$ cat config.mk
export PLATFORM = sky130hd
export DESIGN_NAME = data_mem_arbiter_flat
export DESIGN_NICKNAME = d
export VERILOG_FILES = /design/src/rtl/data_mem_arbiter_pkg.sv /design/src/rtl/data_mem_arbiter_if.sv /design/src/rtl/data_mem_rr_arbiter.sv /design/src/rtl/data_mem_arbiter.sv /design/src/flat_wrapper.sv
export SDC_FILE = /design/constraint.sdc
export NUM_CORES = 1
export LEC_CHECK = 0
export CAP_MARGIN = 0
export CORE_ASPECT_RATIO = 0.5
export CORE_MARGIN = 5
export CORE_UTILIZATION = 37
export CTS_BUF_LIST = sky130_fd_sc_hd__clkbuf_4
export DETAILED_ROUTE_END_ITERATION = 8
export GPL_ROUTABILITY_DRIVEN = 1
export PLACE_DENSITY = 0.83
export SETUP_SLACK_MARGIN = 0.1
export SYNTH_ARGS = -nofsm -noshare
export SYNTH_HDL_FRONTEND = slang
export SYNTH_SLANG_ARGS = --single-unit
$ cat constraint.sdc
create_clock -name clk -period 4.1 [get_ports clk]
set_input_delay 0.82 -clock clk [delete_from_list [all_inputs] [get_ports clk]]
set_output_delay 0.82 -clock clk [all_outputs]
set_load 0.05 [all_outputs]
$ cat src/rtl/data_mem_arbiter_pkg.sv
// ----------------------------------------------------------------------------
// data_mem_arbiter_pkg
// Shared definitions for the data-memory arbiter:
//   - size_t  : access size encodings (byte / halfword / word / illegal)
//   - state_t : arbiter FSM state encodings (IDLE, ACCESS, RESP)
//   - MEM_BYTES_DEF : default data RAM size in bytes
//   - is_misaligned() : natural-alignment test used when the optional
//     alignment check (DATA_MEM_ARB_ALIGN_CHECK_EN) is compiled in
// ----------------------------------------------------------------------------
package data_mem_arbiter_pkg;

    localparam int MEM_BYTES_DEF = 256;

    typedef enum logic [1:0] {
        SIZE_BYTE = 2'b00,
        SIZE_HALF = 2'b01,
        SIZE_WORD = 2'b10,
        SIZE_ILL  = 2'b11
    } size_t;

    typedef enum logic [1:0] {
        ST_IDLE   = 2'b00,
        ST_ACCESS = 2'b01,
        ST_RESP   = 2'b10
    } state_t;

    // Halfwords must sit on even addresses, words on multiples of four.
    function automatic logic is_misaligned(input logic [1:0] size,
                                           input logic [1:0] addr_lo);
        return ((size == SIZE_HALF) && addr_lo[0]) ||
               ((size == SIZE_WORD) && (addr_lo != 2'b00));
    endfunction

endpackage

$ cat src/rtl/data_mem_arbiter_if.sv
// ----------------------------------------------------------------------------
// data_mem_arbiter_if
// Bundles the two requester ports, the shared read-data return and the RAM
// command/return bus of the data-memory arbiter.
//
// Handshake: a requester raises pN_req with its command (rw/size/addr/wdata)
// stable and holds it until it sees pN_gnt. pN_gnt is combinational; the
// command is accepted on the rising clock edge where pN_req && pN_gnt are
// both high. Dropping pN_req before that edge withdraws the request with no
// side effect. Completion is a one-cycle pN_done pulse, with pN_err and the
// shared rdata valid in that same cycle (rdata then holds until the next done).
//
// Modports:
//   slave  : the arbiter (consumes requests and mem_rdata, drives the rest)
//   master : the requesters plus the RAM model (the opposite directions)
// ----------------------------------------------------------------------------
interface data_mem_arbiter_if;
    import data_mem_arbiter_pkg::*;

    // Port 0: pipeline MEM stage
    logic        p0_req;
    logic        p0_rw;
    logic [1:0]  p0_size;
    logic [31:0] p0_addr;
    logic [31:0] p0_wdata;
    logic        p0_gnt;
    logic        p0_done;
    logic        p0_err;

    // Port 1: loader / debug
    logic        p1_req;
    logic        p1_rw;
    logic [1:0]  p1_size;
    logic [31:0] p1_addr;
    logic [31:0] p1_wdata;
    logic        p1_gnt;
    logic        p1_done;
    logic        p1_err;

    // Shared read data
    logic [31:0] rdata;

    // RAM command / return
    logic        mem_en;
    logic        mem_rw;
    logic [31:0] mem_addr;
    logic [1:0]  mem_size;
    logic [31:0] mem_wdata;
    logic [31:0] mem_rdata;

    modport slave (
        input  p0_req, p0_rw, p0_size, p0_addr, p0_wdata,
        input  p1_req, p1_rw, p1_size, p1_addr, p1_wdata,
        input  mem_rdata,
        output p0_gnt, p0_done, p0_err,
        output p1_gnt, p1_done, p1_err,
        output rdata,
        output mem_en, mem_rw, mem_addr, mem_size, mem_wdata
    );

    modport master (
        output p0_req, p0_rw, p0_size, p0_addr, p0_wdata,
        output p1_req, p1_rw, p1_size, p1_addr, p1_wdata,
        output mem_rdata,
        input  p0_gnt, p0_done, p0_err,
        input  p1_gnt, p1_done, p1_err,
        input  rdata,
        input  mem_en, mem_rw, mem_addr, mem_size, mem_wdata
    );

endinterface

$ cat src/rtl/data_mem_rr_arbiter.sv
// ----------------------------------------------------------------------------
// data_mem_rr_arbiter
// Two-request round-robin picker with a last-grant register.
// Ports:
//   clk, reset : clock, asynchronous active-high reset
//   i_req0/1   : request from port 0 / port 1
//   i_take     : the pick is being consumed this cycle (updates last-grant)
//   o_valid    : at least one request present
//   o_port     : winning port (0 or 1)
// Last-grant resets to port 1 so port 0 wins the first tie.
// ----------------------------------------------------------------------------
module data_mem_rr_arbiter (
    input  logic clk,
    input  logic reset,
    input  logic i_req0,
    input  logic i_req1,
    input  logic i_take,
    output logic o_valid,
    output logic o_port
);

    logic r_last;
    logic w_port;

    // On a tie the port that was not granted last wins; otherwise the lone
    // requester wins (port 0 when nobody is requesting, unused then).
    always_comb begin
        if (i_req0 && i_req1) begin
            w_port = ~r_last;
        end else begin
            w_port = i_req1;
        end
    end

    always_ff @(posedge clk or posedge reset) begin
        if (reset) begin
            r_last <= 1'b1;
        end else if (i_take && (i_req0 || i_req1)) begin
            r_last <= w_port;
        end
    end

    assign o_valid = i_req0 || i_req1;
    assign o_port  = w_port;

endmodule

$ cat src/rtl/data_mem_arbiter.sv
// ----------------------------------------------------------------------------
// data_mem_arbiter
// Arbitrates two requesters (port 0 = pipeline MEM stage, port 1 =
// loader/debug) onto a single-cycle data RAM. One access every three cycles:
//   IDLE   : grant the round-robin winner (pN_gnt), capture its command
//   ACCESS : mem_en high for one cycle with the captured command
//   RESP   : pN_done (and pN_err) pulse for the granted port
// Rejected accesses (size 11, address >= MEM_BYTES, or misaligned when the
// alignment check is compiled in) keep mem_en low and leave rdata unchanged.
// Reads capture mem_rdata into rdata; writes leave rdata untouched.
//
// Parameters:
//   MEM_BYTES : data RAM size in bytes
//   TIMEOUT   : reserved, must be 0 (RAM has no wait states)
// Ports:
//   clk, reset  : clock, asynchronous active-high reset
//   bus         : data_mem_arbiter_if.slave (requesters + RAM bus)
//   o_dbg_state : current FSM state, for observation only
// Configuration macro:
//   DATA_MEM_ARB_ALIGN_CHECK_EN : when defined, misaligned halfword/word
//   accesses are rejected; when undefined they are issued to RAM unchanged.
// ----------------------------------------------------------------------------
module data_mem_arbiter
    import data_mem_arbiter_pkg::*;
#(
    parameter int MEM_BYTES = MEM_BYTES_DEF,
    parameter int TIMEOUT   = 0
) (
    input  logic                     clk,
    input  logic                     reset,
    data_mem_arbiter_if.slave        bus,
    output state_t                   o_dbg_state
);

    generate
        if (TIMEOUT != 0) begin : g_timeout_check
            $error("data_mem_arbiter: TIMEOUT must be 0");
        end
    endgenerate

    state_t      r_state;
    logic        r_port;
    logic        r_reject;
    logic        r_done0;
    logic        r_done1;
    logic        r_err0;
    logic        r_err1;
    logic [31:0] r_rdata;
    logic        r_mem_en;
    logic        r_mem_rw;
    logic [31:0] r_mem_addr;
    logic [1:0]  r_mem_size;
    logic [31:0] r_mem_wdata;

    logic        w_valid;
    logic        w_port;
    logic        w_take;
    logic        w_grant;
    logic        w_sel_rw;
    logic [1:0]  w_sel_size;
    logic [31:0] w_sel_addr;
    logic [31:0] w_sel_wdata;
    logic        w_reject;

    // The pick is only consumed while idle; reset masks it so that no
    // grant escapes while the block is held in reset.
    assign w_take  = (r_state == ST_IDLE) && !reset;
    assign w_grant = w_take && w_valid;

    data_mem_rr_arbiter u_rr (
        .clk     (clk),
        .reset   (reset),
        .i_req0  (bus.p0_req),
        .i_req1  (bus.p1_req),
        .i_take  (w_take),
        .o_valid (w_valid),
        .o_port  (w_port)
    );

    // Command of the winning port
    assign w_sel_rw    = w_port ? bus.p1_rw    : bus.p0_rw;
    assign w_sel_size  = w_port ? bus.p1_size  : bus.p0_size;
    assign w_sel_addr  = w_port ? bus.p1_addr  : bus.p0_addr;
    assign w_sel_wdata = w_port ? bus.p1_wdata : bus.p0_wdata;

    always_comb begin
        w_reject = (w_sel_size == SIZE_ILL) || (w_sel_addr >= 32'(MEM_BYTES));
`ifdef DATA_MEM_ARB_ALIGN_CHECK_EN
        w_reject = w_reject || is_misaligned(w_sel_size, w_sel_addr[1:0]);
`endif
    end

    // The RAM command registers are loaded on the grant edge so they are
    // live exactly during ACCESS; they read as zero in every other cycle.
    always_ff @(posedge clk or posedge reset) begin
        if (reset) begin
            r_state     <= ST_IDLE;
            r_port      <= 1'b0;
            r_reject    <= 1'b0;
            r_done0     <= 1'b0;
            r_done1     <= 1'b0;
            r_err0      <= 1'b0;
            r_err1      <= 1'b0;
            r_rdata     <= 32'h0;
            r_mem_en    <= 1'b0;
            r_mem_rw    <= 1'b0;
            r_mem_addr  <= 32'h0;
            r_mem_size  <= 2'b00;
            r_mem_wdata <= 32'h0;
        end else begin
            r_done0     <= 1'b0;
            r_done1     <= 1'b0;
            r_err0      <= 1'b0;
            r_err1      <= 1'b0;
            r_mem_en    <= 1'b0;
            r_mem_rw    <= 1'b0;
            r_mem_addr  <= 32'h0;
            r_mem_size  <= 2'b00;
            r_mem_wdata <= 32'h0;
            case (r_state)
                ST_IDLE: begin
                    if (w_grant) begin
                        r_port   <= w_port;
                        r_reject <= w_reject;
                        if (!w_reject) begin
                            r_mem_en    <= 1'b1;
                            r_mem_rw    <= w_sel_rw;
                            r_mem_addr  <= w_sel_addr;
                            r_mem_size  <= w_sel_size;
                            r_mem_wdata <= w_sel_wdata;
                        end
                        r_state <= ST_ACCESS;
                    end
                end
                ST_ACCESS: begin
                    if (r_mem_en && !r_mem_rw) begin
                        r_rdata <= bus.mem_rdata;
                    end
                    if (r_port) begin
                        r_done1 <= 1'b1;
                        r_err1  <= r_reject;
                    end else begin
                        r_done0 <= 1'b1;
                        r_err0  <= r_reject;
                    end
                    r_state <= ST_RESP;
                end
                ST_RESP: begin
                    r_state <= ST_IDLE;
                end
                default: begin
                    r_state <= ST_IDLE;
                end
            endcase
        end
    end

    assign bus.p0_gnt    = w_grant && !w_port;
    assign bus.p1_gnt    = w_grant && w_port;
    assign bus.p0_done   = r_done0;
    assign bus.p1_done   = r_done1;
    assign bus.p0_err    = r_err0;
    assign bus.p1_err    = r_err1;
    assign bus.rdata     = r_rdata;
    assign bus.mem_en    = r_mem_en;
    assign bus.mem_rw    = r_mem_rw;
    assign bus.mem_addr  = r_mem_addr;
    assign bus.mem_size  = r_mem_size;
    assign bus.mem_wdata = r_mem_wdata;
    assign o_dbg_state   = r_state;

endmodule

$ cat src/flat_wrapper.sv
// flat-port wrapper written by rule: the top's interface ports become plain ports
module data_mem_arbiter_flat import data_mem_arbiter_pkg::*;
#(
    parameter int MEM_BYTES = MEM_BYTES_DEF,
    parameter int TIMEOUT   = 0
)
  (clk, reset, o_dbg_state, bus_p0_req, bus_p0_rw, bus_p0_size, bus_p0_addr, bus_p0_wdata, bus_p1_req, bus_p1_rw, bus_p1_size, bus_p1_addr, bus_p1_wdata, bus_mem_rdata, bus_p0_gnt, bus_p0_done, bus_p0_err, bus_p1_gnt, bus_p1_done, bus_p1_err, bus_rdata, bus_mem_en, bus_mem_rw, bus_mem_addr, bus_mem_size, bus_mem_wdata);
  data_mem_arbiter_if bus_i ();
  input  logic clk;
  input  logic reset;
  output state_t o_dbg_state;
  input wire logic [$bits(bus_i.p0_req)-1:0] bus_p0_req;
  input wire logic [$bits(bus_i.p0_rw)-1:0] bus_p0_rw;
  input wire logic [$bits(bus_i.p0_size)-1:0] bus_p0_size;
  input wire logic [$bits(bus_i.p0_addr)-1:0] bus_p0_addr;
  input wire logic [$bits(bus_i.p0_wdata)-1:0] bus_p0_wdata;
  input wire logic [$bits(bus_i.p1_req)-1:0] bus_p1_req;
  input wire logic [$bits(bus_i.p1_rw)-1:0] bus_p1_rw;
  input wire logic [$bits(bus_i.p1_size)-1:0] bus_p1_size;
  input wire logic [$bits(bus_i.p1_addr)-1:0] bus_p1_addr;
  input wire logic [$bits(bus_i.p1_wdata)-1:0] bus_p1_wdata;
  input wire logic [$bits(bus_i.mem_rdata)-1:0] bus_mem_rdata;
  output wire logic [$bits(bus_i.p0_gnt)-1:0] bus_p0_gnt;
  output wire logic [$bits(bus_i.p0_done)-1:0] bus_p0_done;
  output wire logic [$bits(bus_i.p0_err)-1:0] bus_p0_err;
  output wire logic [$bits(bus_i.p1_gnt)-1:0] bus_p1_gnt;
  output wire logic [$bits(bus_i.p1_done)-1:0] bus_p1_done;
  output wire logic [$bits(bus_i.p1_err)-1:0] bus_p1_err;
  output wire logic [$bits(bus_i.rdata)-1:0] bus_rdata;
  output wire logic [$bits(bus_i.mem_en)-1:0] bus_mem_en;
  output wire logic [$bits(bus_i.mem_rw)-1:0] bus_mem_rw;
  output wire logic [$bits(bus_i.mem_addr)-1:0] bus_mem_addr;
  output wire logic [$bits(bus_i.mem_size)-1:0] bus_mem_size;
  output wire logic [$bits(bus_i.mem_wdata)-1:0] bus_mem_wdata;
  assign bus_i.p0_req = bus_p0_req;
  assign bus_i.p0_rw = bus_p0_rw;
  assign bus_i.p0_size = bus_p0_size;
  assign bus_i.p0_addr = bus_p0_addr;
  assign bus_i.p0_wdata = bus_p0_wdata;
  assign bus_i.p1_req = bus_p1_req;
  assign bus_i.p1_rw = bus_p1_rw;
  assign bus_i.p1_size = bus_p1_size;
  assign bus_i.p1_addr = bus_p1_addr;
  assign bus_i.p1_wdata = bus_p1_wdata;
  assign bus_i.mem_rdata = bus_mem_rdata;
  assign bus_p0_gnt = bus_i.p0_gnt;
  assign bus_p0_done = bus_i.p0_done;
  assign bus_p0_err = bus_i.p0_err;
  assign bus_p1_gnt = bus_i.p1_gnt;
  assign bus_p1_done = bus_i.p1_done;
  assign bus_p1_err = bus_i.p1_err;
  assign bus_rdata = bus_i.rdata;
  assign bus_mem_en = bus_i.mem_en;
  assign bus_mem_rw = bus_i.mem_rw;
  assign bus_mem_addr = bus_i.mem_addr;
  assign bus_mem_size = bus_i.mem_size;
  assign bus_mem_wdata = bus_i.mem_wdata;
  data_mem_arbiter #(.MEM_BYTES(MEM_BYTES), .TIMEOUT(TIMEOUT)) u_core (.clk(clk), .reset(reset), .bus(bus_i), .o_dbg_state(o_dbg_state));
endmodule
### Yosys cells after proc, flatten, opt, wreduce, memory -nomap -nowiden

Index checks and enable logic that the tools add are counted.
Widths: inputs -> output; s select.

* flip-flop bits (word level): 109
* bits of input ports: 170
* output and inout port bits: 108
* logic and storage cells: 63

* $lt $le $gt $ge: 1
* equal/unequal tests: 3
* multiplexer cells: 30
* bitwise gates (word level): 1
* reduce and logical (&&, ||, !) cells: 14

Operators with widths (count)
* $mux 32: 8
* $ge 32x9->1 const B: 1
* $mux 1: 16
* $mux 2: 5
* $logic_and 1x1->1: 6
* $pmux 2 s2: 1
* $reduce_and 2->1: 2
* $logic_not 1->1: 3
* $eq 2x1->1 const B: 1
* $eq 2x2->1 const B: 1
* $logic_not 2->1: 1
* $logic_or 1x1->1: 2
* $ne 2x1->1 const B: 1
* $not 1->1: 1

### Logic depth before layout (Yosys ltp)

Gate-level depths: netlist (run 1).

* depth in word-level cells: 8
* gate-level depth with buffers: 7
* mapped depth without buffers: 5

### Modules after synthesis

Synthesis (run 1) repeated with hierarchy kept, for this count alone.

* cell total of the unflattened synthesis: 291
* area total of the unflattened synthesis: 4380.5 µm²

By module, submodules not included
* data_mem_arbiter: times used 1, cells an instance 285, area each 4325.4 µm², seq. area each 2702.6 µm²
* data_mem_rr_arbiter: times used 1, cells an instance 6, area each 55.1 µm², seq. area each 26.3 µm²

### Worst setup path after synthesis (run 1)

OpenSTA, ideal clock, no wires.

* kind: input-to-output
* from: input port reset
* to: output port bus_p1_gnt
* data arrival time: 2162 ps
* required time: 3280 ps
* slack: 1118 ps
* stages: 3
* cells stage by stage: or4_1 clkbuf_1 nor2_1

* word-level cells in the longest chain between the ends: 4

RTL lines
* start: declaration: line flat_wrapper.sv:10 `input logic reset;`
* $logic_not 1->1: line data_mem_arbiter.sv:67 `assign w_take = (r_state == ST_IDLE) && !reset;`
* $logic_and 1x1->1: line data_mem_arbiter.sv:67
* $logic_and 1x1->1: line data_mem_arbiter.sv:68 `assign w_grant = w_take && w_valid;`
* $logic_and 1x1->1: line data_mem_arbiter.sv:159 `assign bus.p1_gnt = w_grant && w_port;`
* end: declaration: line flat_wrapper.sv:26 `output wire logic [$bits(bus_i.p1_gnt)-1:0] bus_p1_gnt;`

Every way passes these cells.

### Worst setup path in the final report (run 1)

* from: input port bus_p0_req
* to: output port bus_p0_gnt

* word-level cells in the longest chain between the ends: 4
* elaborated cells between the ends (all ways): 6
* those cells by class: mux (1); reduce/logical (5)

RTL lines
* start: declaration: line flat_wrapper.sv:12 `input wire logic [$bits(bus_i.p0_req)-1:0] bus_p0_req;`
* $logic_and 1x1->1: line data_mem_rr_arbiter.sv:28 `if (i_req0 && i_req1) begin`
* $mux 1: line data_mem_rr_arbiter.sv:28
* $logic_not 1->1: line data_mem_arbiter.sv:158 `assign bus.p0_gnt = w_grant && !w_port;`
* $logic_and 1x1->1 (*): line data_mem_arbiter.sv:158
* end: declaration: line flat_wrapper.sv:23 `output wire logic [$bits(bus_i.p0_gnt)-1:0] bus_p0_gnt;`

Mark *: on every way between the ends. The rest lies on a longest branch, timed or not.

==> metrics.cfg, run 1 <==
[grt]
grt_overflow=0
grt_max_degree=59
grt_pass1_wl_um=20600
track_usage_pct=19.4
antenna_found_initial=0
grt_pass1_vias=3944

[sta]
fmax_mhz=269
timing_hold_violations_final=0
maxSlewHeadroom_pct=56.0
skew_ns=0.0199
layout_setup_ws_ns=0.387
finalCriticalPeriod_ns=3.71
fin_crit_sh_pct=90.6
rsz0062_at_grt=false
setup_viol=0
drv_slew=0
setup_tns_ns=0
worst_pin_slew_ns=0.658

[synthesis]
synth_edf_count=0
synth_ff_type=dfrtp_1
synth.most_common_cell=dfrtp_1
synth_area_mm2=0.00417
netlist.top_cell.by_area=dfrtp_1
synth_top_area_share_pct=64.8
ys_top_cells_by_count=dfrtp_1 (108), nand2_1 (88), a21oi_2 (40)
synth_area_per_cell_um2=12.7
syn_inst=329
seq_area_frac_synth_pct=65.4
ys_top_cells_by_area=dfrtp_1 (65%), mux2_2 (8.6%), a21oi_2 (8.4%)
yosys.cell_types.count=27
yosysWarnings=0
async_flop_share_pct=100
synth-seq-cells=109

[critical_path]
path_delay_family=buffers and inverters
crit_path_top_delay_cell=clkdlybuf4s50_1
crit_buf_inv=2
timing.rr.start=u_core.u_rr.r_last
arrival_ns=2.89
critPathMaxFanout=6
cp_slowest_stage_delay_ns=0.81
critPathKind=input pin to primary output
r2r-end=u_core.bus.mem_wdata[31]
end_kind=primary output
cp_cell_sequence=clkdlybuf4s50_1 -> nor2_1 -> or4_1 -> nor2_1 -> clkdlybuf4s50_1
worstPathRequired_ns=3.28
critPathLaunchType=input pin
reg2reg_depth=6
r2r_slack_ns=1.88

[route]
wl_um=13500
first_pass_iters=4
drtAntennaViolNets=0
drc=0
vias=3532
drt-initial-drc-count=166
via_per_inst=4.54
wire_per_inst_um=17.3

[cells_and_area]
area_growth_pct=75.1
layout-drive-gt1-share_pct=16.1
nets=799
antenna_cells=0
stdcell_count=778

[worst_hold_path]
min_path_type=register to register
min_path_cells=1
min_to=u_core.bus.p0_err
hold_start=u_core.r_reject

[placed_design]
port_buffers=277
hpwl_um=10800
place_ws_ns=0.385
dp.cells=763
gp_congestion=0.910

[floorplan]
pin_count=278
die_y_um=85.1
die_w_um=160
core_mm2=0.0110
initial_utilization_pct=37.9
rows=27
dieArea_mm2=0.0136

[job]
maxCapViolCount=0

[clock_network]
postCtsSetupRepairBufs=0
ctsResizeCount=0
clkLatencyLatePin_ns=0.44
clk_path_buf_depth=2
cts_tree=yes
cts_buffers=9
cts-root-buf=clkbuf_4
htreeDepth=3
path_clk_slew_ns=0.16
ctsHoldBuffers=0
clock_sinks=109

[pwr]
p_leak_uw=0.00319
ir_drop_v=0.000131
powerDensity_mw_per_mm2=270

[outcome]
outcome=finished, final reports clean

layout make-up:
| cell class | count | area (µm²) |
|---|---|---|
| clock inverters | 6 | 41.3 |
| clock buffers | 9 | 67.6 |
| well taps | 145 | 181 |
| inverters | 4 | 17.5 |
| fillers | 858 | 3710 |
| multi-input cells | 222 | 1430 |
| repair buffers | 283 | 2840 |
| flip-flops and latches | 109 | 2730 |
kinds of logic after synthesis:
group | after synthesis | synth area share (%)
AOI/OAI and AO/OA | 50 | 10.3
buffers and inverters | 21 | 2.73
other | 1 | 0.0899
and+or+nand+nor | 116 | 12.8
muxes | 32 | 8.64
DFF | 109 | 65.4
worst max path at each step:
stage,start,to,slack (ns),cells after the start
after global placement,bus_p0_req,bus_p0_gnt,0.41,5
after CTS,bus_p0_req,bus_p0_gnt,0.38,5
after global routing,bus_p0_req,bus_p0_gnt,0.35,5
final,bus_p0_req,bus_p0_gnt,0.39,5
after floorplan,reset,u_core.bus.mem_addr[0],0.41,1
after detailed placement,bus_p0_req,bus_p0_gnt,0.39,5
placed cells by master, fill, tap and decap left out:
cell type        Yosys  routed
clkdlybuf4s50_1      0     276
dfrtp_1            108     108
nand2_1             88      88
a21oi_2             40      40
mux2_2              32      32
conb_1               1      24
clkbuf_4             0       9
nor4_1               6       6
buf_4                0       5
nor3_1               4       4
nand4_1              4       4
nor2_1               4       4
a21oi_1              4       4
inv_1                4       3
nor4_4               2       2
or4_1                2       2
and2_1               2       2
a21o_1               2       2
clkinv_4             0       2
clkinvlp_4           0       2
buf_12               0       2
a21boi_4             0       1
a21bo_2              1       1
or4_4                1       1
o21ai_4              1       1
nand2b_1             1       1
and3_1               1       1
inv_4                0       1
nor3b_4              0       1
o21a_1               1       1
clkinv_1             0       1
clkinv_2             0       1
dfstp_2              1       1
power breakdown:
group          internal (µW)  switching, µW
clock network            121            338
registers               1100           11.6
logic                    202            203
state kept, by name, indices dropped and copies added (netlist names):
signal / flops
u_core.bus.mem_addr: 32
u_core.bus.mem_wdata: 32
u_core.bus.rdata: 32
u_core.bus.mem_size: 2
u_core.o_dbg_state: 2
u_core.bus.mem_en: 1
u_core.bus.mem_rw: 1
u_core.bus.p0_done: 1
u_core.bus.p0_err: 1
u_core.bus.p1_done: 1
u_core.bus.p1_err: 1
u_core.r_port: 1
u_core.r_reject: 1
u_core.u_rr.r_last: 1
metrics by stage:
stage	hold WS (ns)	util, %	total power, µW	area [µm²]
floorplan	0.441	-	1300	4260
global placement	0.488	65.3	1530	7200
detailed placement	0.495	65.3	1540	7200
global route	0.537	66.3	2070	7310
finish	0.512	66.3	1980	7310
CTS	0.518	66.3	2010	7310
per-layer routing:
metal  GRT usage (%)  wire, µm
met1            20.4      4780
met2            37.6      7620
met3            4.42       579
met4            8.12       471
met5               0         0
worst register-to-register path, delay by kind of cell (launching register included):
family | cells | cell delay (ns)
DFF | 1 | 0.60
AOI/OAI and AO/OA | 3 | 0.83
and+or+nand+nor | 2 | 0.49
buffers and inverters | 1 | 0.24
No activity file was read; power rests on OpenSTA's default activity.
==> run 2, diff against run 1 <==
Settings changed: CAP_MARGIN 0 to not set, CORE_UTILIZATION 37 to 38, SYNTH_HIERARCHICAL set to 1.
==> metrics.cfg, run 2 <==
[outcome]
outcome=finished, final reports clean

[placed_design]
gp_congestion=0.949
hpwl_um=10800
port_buffers=277

[synthesis]
synth_area_per_cell_um2=15.1
synth-seq-cells=109
ys_top_cells_by_count=dfrtp_1 (108), a22oi_2 (40), nor2_2 (40)
yosysWarnings=6
synth.most_common_cell=dfrtp_1
seq_area_frac_synth_pct=62.3
synth_ff_type=dfrtp_1
async_flop_share_pct=100
ys_top_cells_by_area=dfrtp_1 (62%), a22oi_2 (11%), mux2_2 (8.2%)
synth_area_mm2=0.00438
yosys.cell_types.count=35
netlist.top_cell.by_area=dfrtp_1
synth_edf_count=0
synth_top_area_share_pct=61.7
syn_inst=291

[pwr]
p_comb_share_pct=17.4
switching_share_pct=26.7
powerDensity_mw_per_mm2=272
internal_power_uw=1500
p_seq_share_pct=54.6
switchingPower_uw=546
clkPwrFrac_pct=28.0
p_leak_uw=0.00303
ir_drop_v=0.000152

[route]
drtAntennaViolNets=0
drt-initial-drc-count=192
vias=3454
drc=0
wl_um=13700
wire_per_inst_um=18.5
via_per_inst=4.66
first_pass_iters=4

[grt]
grt_max_degree=78
top_usage_layer=met2
grt_pass1_wl_um=20600
antenna_found_initial=1
grt_use_met3_pct=4.99
track_usage_pct=19.4
grt_use_met1_pct=21.1
grtUsageMet2_pct=37.8
grt_pass1_vias=3614
grt_overflow=0

[sta]
finalCriticalPeriod_ns=3.15
setup_tns_ns=0
fin_crit_sh_pct=76.9
drv_slew=0
skew_ns=0.0336
setup_viol=0
fmax_mhz=317
timing_hold_violations_final=0
rsz0062_at_grt=false
maxSlewHeadroom_pct=36.5
worst_pin_slew_ns=0.952

[critical_path]
crit_path_top_delay_cell=clkdlybuf4s50_1
worst-path-stages=5
r2r_slack_ns=1.69
end_kind=primary output
critPathMaxFanout=8
cpMostUsedCell=buf_4
arrival_ns=2.33
crit_buf_inv=3
cp_slowest_stage_delay_ns=0.51
path_delay_family=buffers and inverters
critPathLaunchType=input pin
cp_cell_sequence=clkdlybuf4s50_1 -> a21boi_0 -> buf_4 -> and2b_1 -> buf_4
timing.rr.start=u_core/u_rr/r_last
cp-endpoint=bus_p0_gnt
critPathKind=input pin to primary output
r2r-end=u_core/r_reject
worstPathRequired_ns=3.28
reg2reg_depth=8
startpoint=bus_p1_req

[floorplan]
core_mm2=0.0111
dieArea_mm2=0.0139
die_y_um=85.9
die_w_um=162
initial_utilization_pct=39.4
rows=27
pin_count=278

[clock_network]
path_clk_slew_ns=0.19
ctsHoldBuffers=0
clock_sinks=109
postCtsSetupRepairBufs=0
htreeDepth=3
cts-root-buf=clkbuf_4
ctsResizeCount=0
clkLatencyLatePin_ns=0.45
cts_buffers=9
clk_path_buf_depth=2
cts_tree=yes

[cells_and_area]
fill_cells=838
layout_commonest_cell=clkdlybuf4s50_1
layout-drive-gt1-share_pct=24.7
nets=761
antenna_cells=0
final_core_util_pct=67.5
area_growth_pct=71.4
final_cell_mix=clkdlybuf4s50_1 (275), dfrtp_1 (108), a22oi_2 (40), nor2_2 (40), mux2_2 (32)

[worst_hold_path]
min_path_type=register to register

[job]
maxCapViolCount=0

-- run 2: worst register-to-register path: stages, from the launching register on --
cell and delay (ns):
dfstp_2 0.57, a21boi_0 0.15, buf_4 0.22, nor4_4 0.29
nand4_2 0.19, nor4_4 0.24, buf_12 0.33, nor2_1 0.14
o22a_1 0.19
-- run 2: kinds of logic after synthesis --
family                 count (synthesis)  share of synthesized area [%]
buffers and inverters                 20                           3.91
AO/OA/AOI/OAI                         49                           12.9
AND/OR/NAND/NOR                       79                           12.3
multiplexers                          33                           8.48
other                                  1                         0.0856
flip-flops                           109                           62.3
-- run 2: how the worst min path moves through the flow --
stage                           endpoint  slack [ns]            startpoint  depth (start not counted)
finish                 u_core/bus.p0_err        0.51         u_core/r_port                          1
global route           u_core/bus.p0_err        0.53         u_core/r_port                          1
CTS                    u_core/bus.p0_err        0.50         u_core/r_port                          1
detailed placement  u_core/bus.rdata[31]        0.50  u_core/bus.rdata[31]                          1
global placement      u_core/bus.p0_done        0.47         u_core/r_port                          1
floorplan              u_core/bus.p0_err        0.44         u_core/r_port                          1
-- run 2: power by group through the flow --
stage          logic (µW)  registers, µW  clock network (µW)
2_1_floorplan        53.6           1200                   0
3_3_place_gp          354           1130                   0
3_5_place_dp          357           1140                   0
4_1_cts               359           1120                 598
5_1_grt               375           1120                 648
6_report              356           1120                 572
-- run 2: per-stage QoR --
stage | instance area [µm²] | hold slack (ns) | setup WS, ns | std cells | total power (µW)
2_1_floorplan | 4470 | 0.444 | 0.434 | 314 | 1250
6_report | 7510 | 0.506 | 0.947 | 741 | 2040
3_3_place_gp | 7350 | 0.470 | 0.949 | 725 | 1490
5_1_grt | 7510 | 0.533 | 0.841 | 741 | 2140
4_1_cts | 7510 | 0.498 | 0.944 | 741 | 2070
3_5_place_dp | 7350 | 0.496 | 0.865 | 725 | 1490
-- run 2: final cells by class --
type / instances / area, µm² / share of cell area, %
repair buffers: 284 / 2860 / 38.1
flip-flops and latches: 109 / 2730 / 36.4
inverters: 2 / 10.0 / 0.133
multi-input cells: 185 / 1570 / 20.9
clock inverters: 7 / 88.8 / 1.18
clock buffers: 9 / 67.6 / 0.900
well taps: 145 / 181 / 2.42
-- run 2: routing by layer --
metal / vias up / wire, µm
li1: 1608 / -
met2: 108 / 7820
met3: 18 / 729
met5: - / 20
met1: 1718 / 4890
met4: 2 / 217
==> run 3, diff against run 2 <==
Settings changed: CORE_UTILIZATION 38 to 34, PLACE_DENSITY 0.83 to 0.79.
Clock period 4.1 ns to 2.52 ns, I/O delays scaled along.
==> metrics.cfg, run 3 (synthesis results as in run 2) <==
[critical_path]
r2r_slack_ns=0.44
arrival_ns=1.81
cp_slowest_stage_delay_ns=0.58
critPathLaunchType=register
critPathMaxFanout=7
crit_path_top_delay_cell=dfstp_2
cp_cell_sequence=a21boi_1 -> buf_4 -> buf_4 -> and2b_1 -> buf_4
path_delay_family=flip-flops
end_kind=primary output
critPathKind=register to primary output
crit_buf_inv=3
worstPathRequired_ns=2.02
reg2reg_depth=7
timing.rr.start=u_core/u_rr/r_last
cpMostUsedCell=buf_4
r2r-end=u_core/bus.mem_rw

[sta]
drv_slew=0
whs_ns=0.328
setup_tns_ns=0
rsz0062_at_grt=false
skew_ns=0.0272
finalCriticalPeriod_ns=2.31
fin_crit_sh_pct=91.8
timing_hold_violations_final=0
layout_setup_ws_ns=0.206
fmax_mhz=432
worst_pin_slew_ns=0.574
maxSlewHeadroom_pct=61.6
setup_viol=0

[pwr]
switchingPower_uw=937
clkPwrFrac_pct=26.5
internal_power_uw=2360
p_leak_uw=0.00313
p_comb_share_pct=18.4
p_seq_share_pct=55.1
switching_share_pct=28.4
ir_drop_v=0.000243
powerDensity_mw_per_mm2=427

[floorplan]
dieArea_mm2=0.0154
core_mm2=0.0126
initial_utilization_pct=34.7
rows=29
die_w_um=171
die_y_um=90.3
pin_count=278

[worst_hold_path]
min_path_type=input pin to register
min_to=u_core/u_rr/r_last
hold_start=bus_p1_req
min_path_cells=3

[clock_network]
cts_tree=yes
clkLatencyLatePin_ns=0.48
cts-root-buf=clkbuf_4
cts_buffers=9
ctsHoldBuffers=0
htreeDepth=3
clock_sinks=109
path_clk_slew_ns=0.19
clk_path_buf_depth=2

[route]
drtAntennaViolNets=0
drt-initial-drc-count=177
wl_um=14300
vias=3465
drc=0
first_pass_iters=4
via_per_inst=4.44
wire_per_inst_um=18.3

[job]
maxCapViolCount=0

[cells_and_area]
layout-drive-gt1-share_pct=26.7
stdcell_count=781
antenna_cells=0
nets=776
final_cell_mix=clkdlybuf4s50_1 (274), dfrtp_1 (108), a22oi_2 (40), nor2_2 (40), mux2_2 (32)
fill_cells=1017
final_area_mm2=0.00772
multi_input_area_mm2=0.00158
layout_commonest_cell=clkdlybuf4s50_1
area_growth_pct=76.3
ff_latch_area_mm2=0.00273

[placed_design]
dp.cells=764
place_ws_ns=-0.0451
hpwl_um=11600
port_buffers=277
gp_congestion=0.949
place_area_mm2=0.00756

[outcome]
outcome=finished, final reports clean

[grt]
antenna_found_initial=0
track_usage_pct=18.4
grt_overflow=0
grt_max_degree=74
grt_pass1_vias=3737
grt_pass1_wl_um=21500

-- run 3: metal layers --
layer,up-vias,wire [µm],global-route usage (%)
li1,1634,-,-
met1,1723,5380,20.7
met2,83,7970,34.1
met3,25,559,4.24
met4,0,384,6.11
met5,-,0,0
-- run 3: power by group through the flow --
stage	Sequential (µW)	Clock [µW]	Combinational, µW
6_report	1820	876	608
5_1_grt	1820	980	637
4_1_cts	1820	912	599
3_5_place_dp	1850	0	596
3_3_place_gp	1850	0	590
2_1_floorplan	1950	0	87.6
-- run 3: cell type report --
cell class / count / share of cell area [%]
Timing Repair Buffer: 299 / 39.5
Sequential cell: 109 / 35.3
Multi-Input combinational cell: 185 / 20.4
Tap cell: 170 / 2.75
Clock inverter: 7 / 1.02
Clock buffer: 9 / 0.875
Inverter: 2 / 0.146
-- run 3: worst max path at each step --
stage,from,end,slack [ns],depth (start not counted)
2_1_floorplan,u_core/o_dbg_state[1],bus_p0_gnt,0.44,4
3_3_place_gp,bus_p1_req,u_core/bus.mem_rw,0.02,10
3_5_place_dp,bus_p1_req,u_core/bus.mem_rw,-0.05,10
4_1_cts,bus_p1_req,bus_p1_gnt,0.13,6
5_1_grt,u_core/u_rr/r_last,bus_p0_gnt,0.10,5
6_report,u_core/u_rr/r_last,bus_p0_gnt,0.21,5
-- run 3: worst min-delay path: stages --
cell	delay, ns
dlymetal6s2s_1	0.15
a21oi_1	0.12
a31oi_1	0.05
-- run 3: stage by stage --
step | util, % | power (µW)
after global placement | 59.9 | 2440
after detailed placement | 59.9 | 2450
final | 61.2 | 3300
after global routing | 61.2 | 3440
after floorplan | - | 2040
after CTS | 61.0 | 3330
-- run 3: timing repair --
item,4_1_cts,5_1_grt
gates resized for setup,0,3
buffers inserted,0,1
endpoints found under the setup margin,0,2
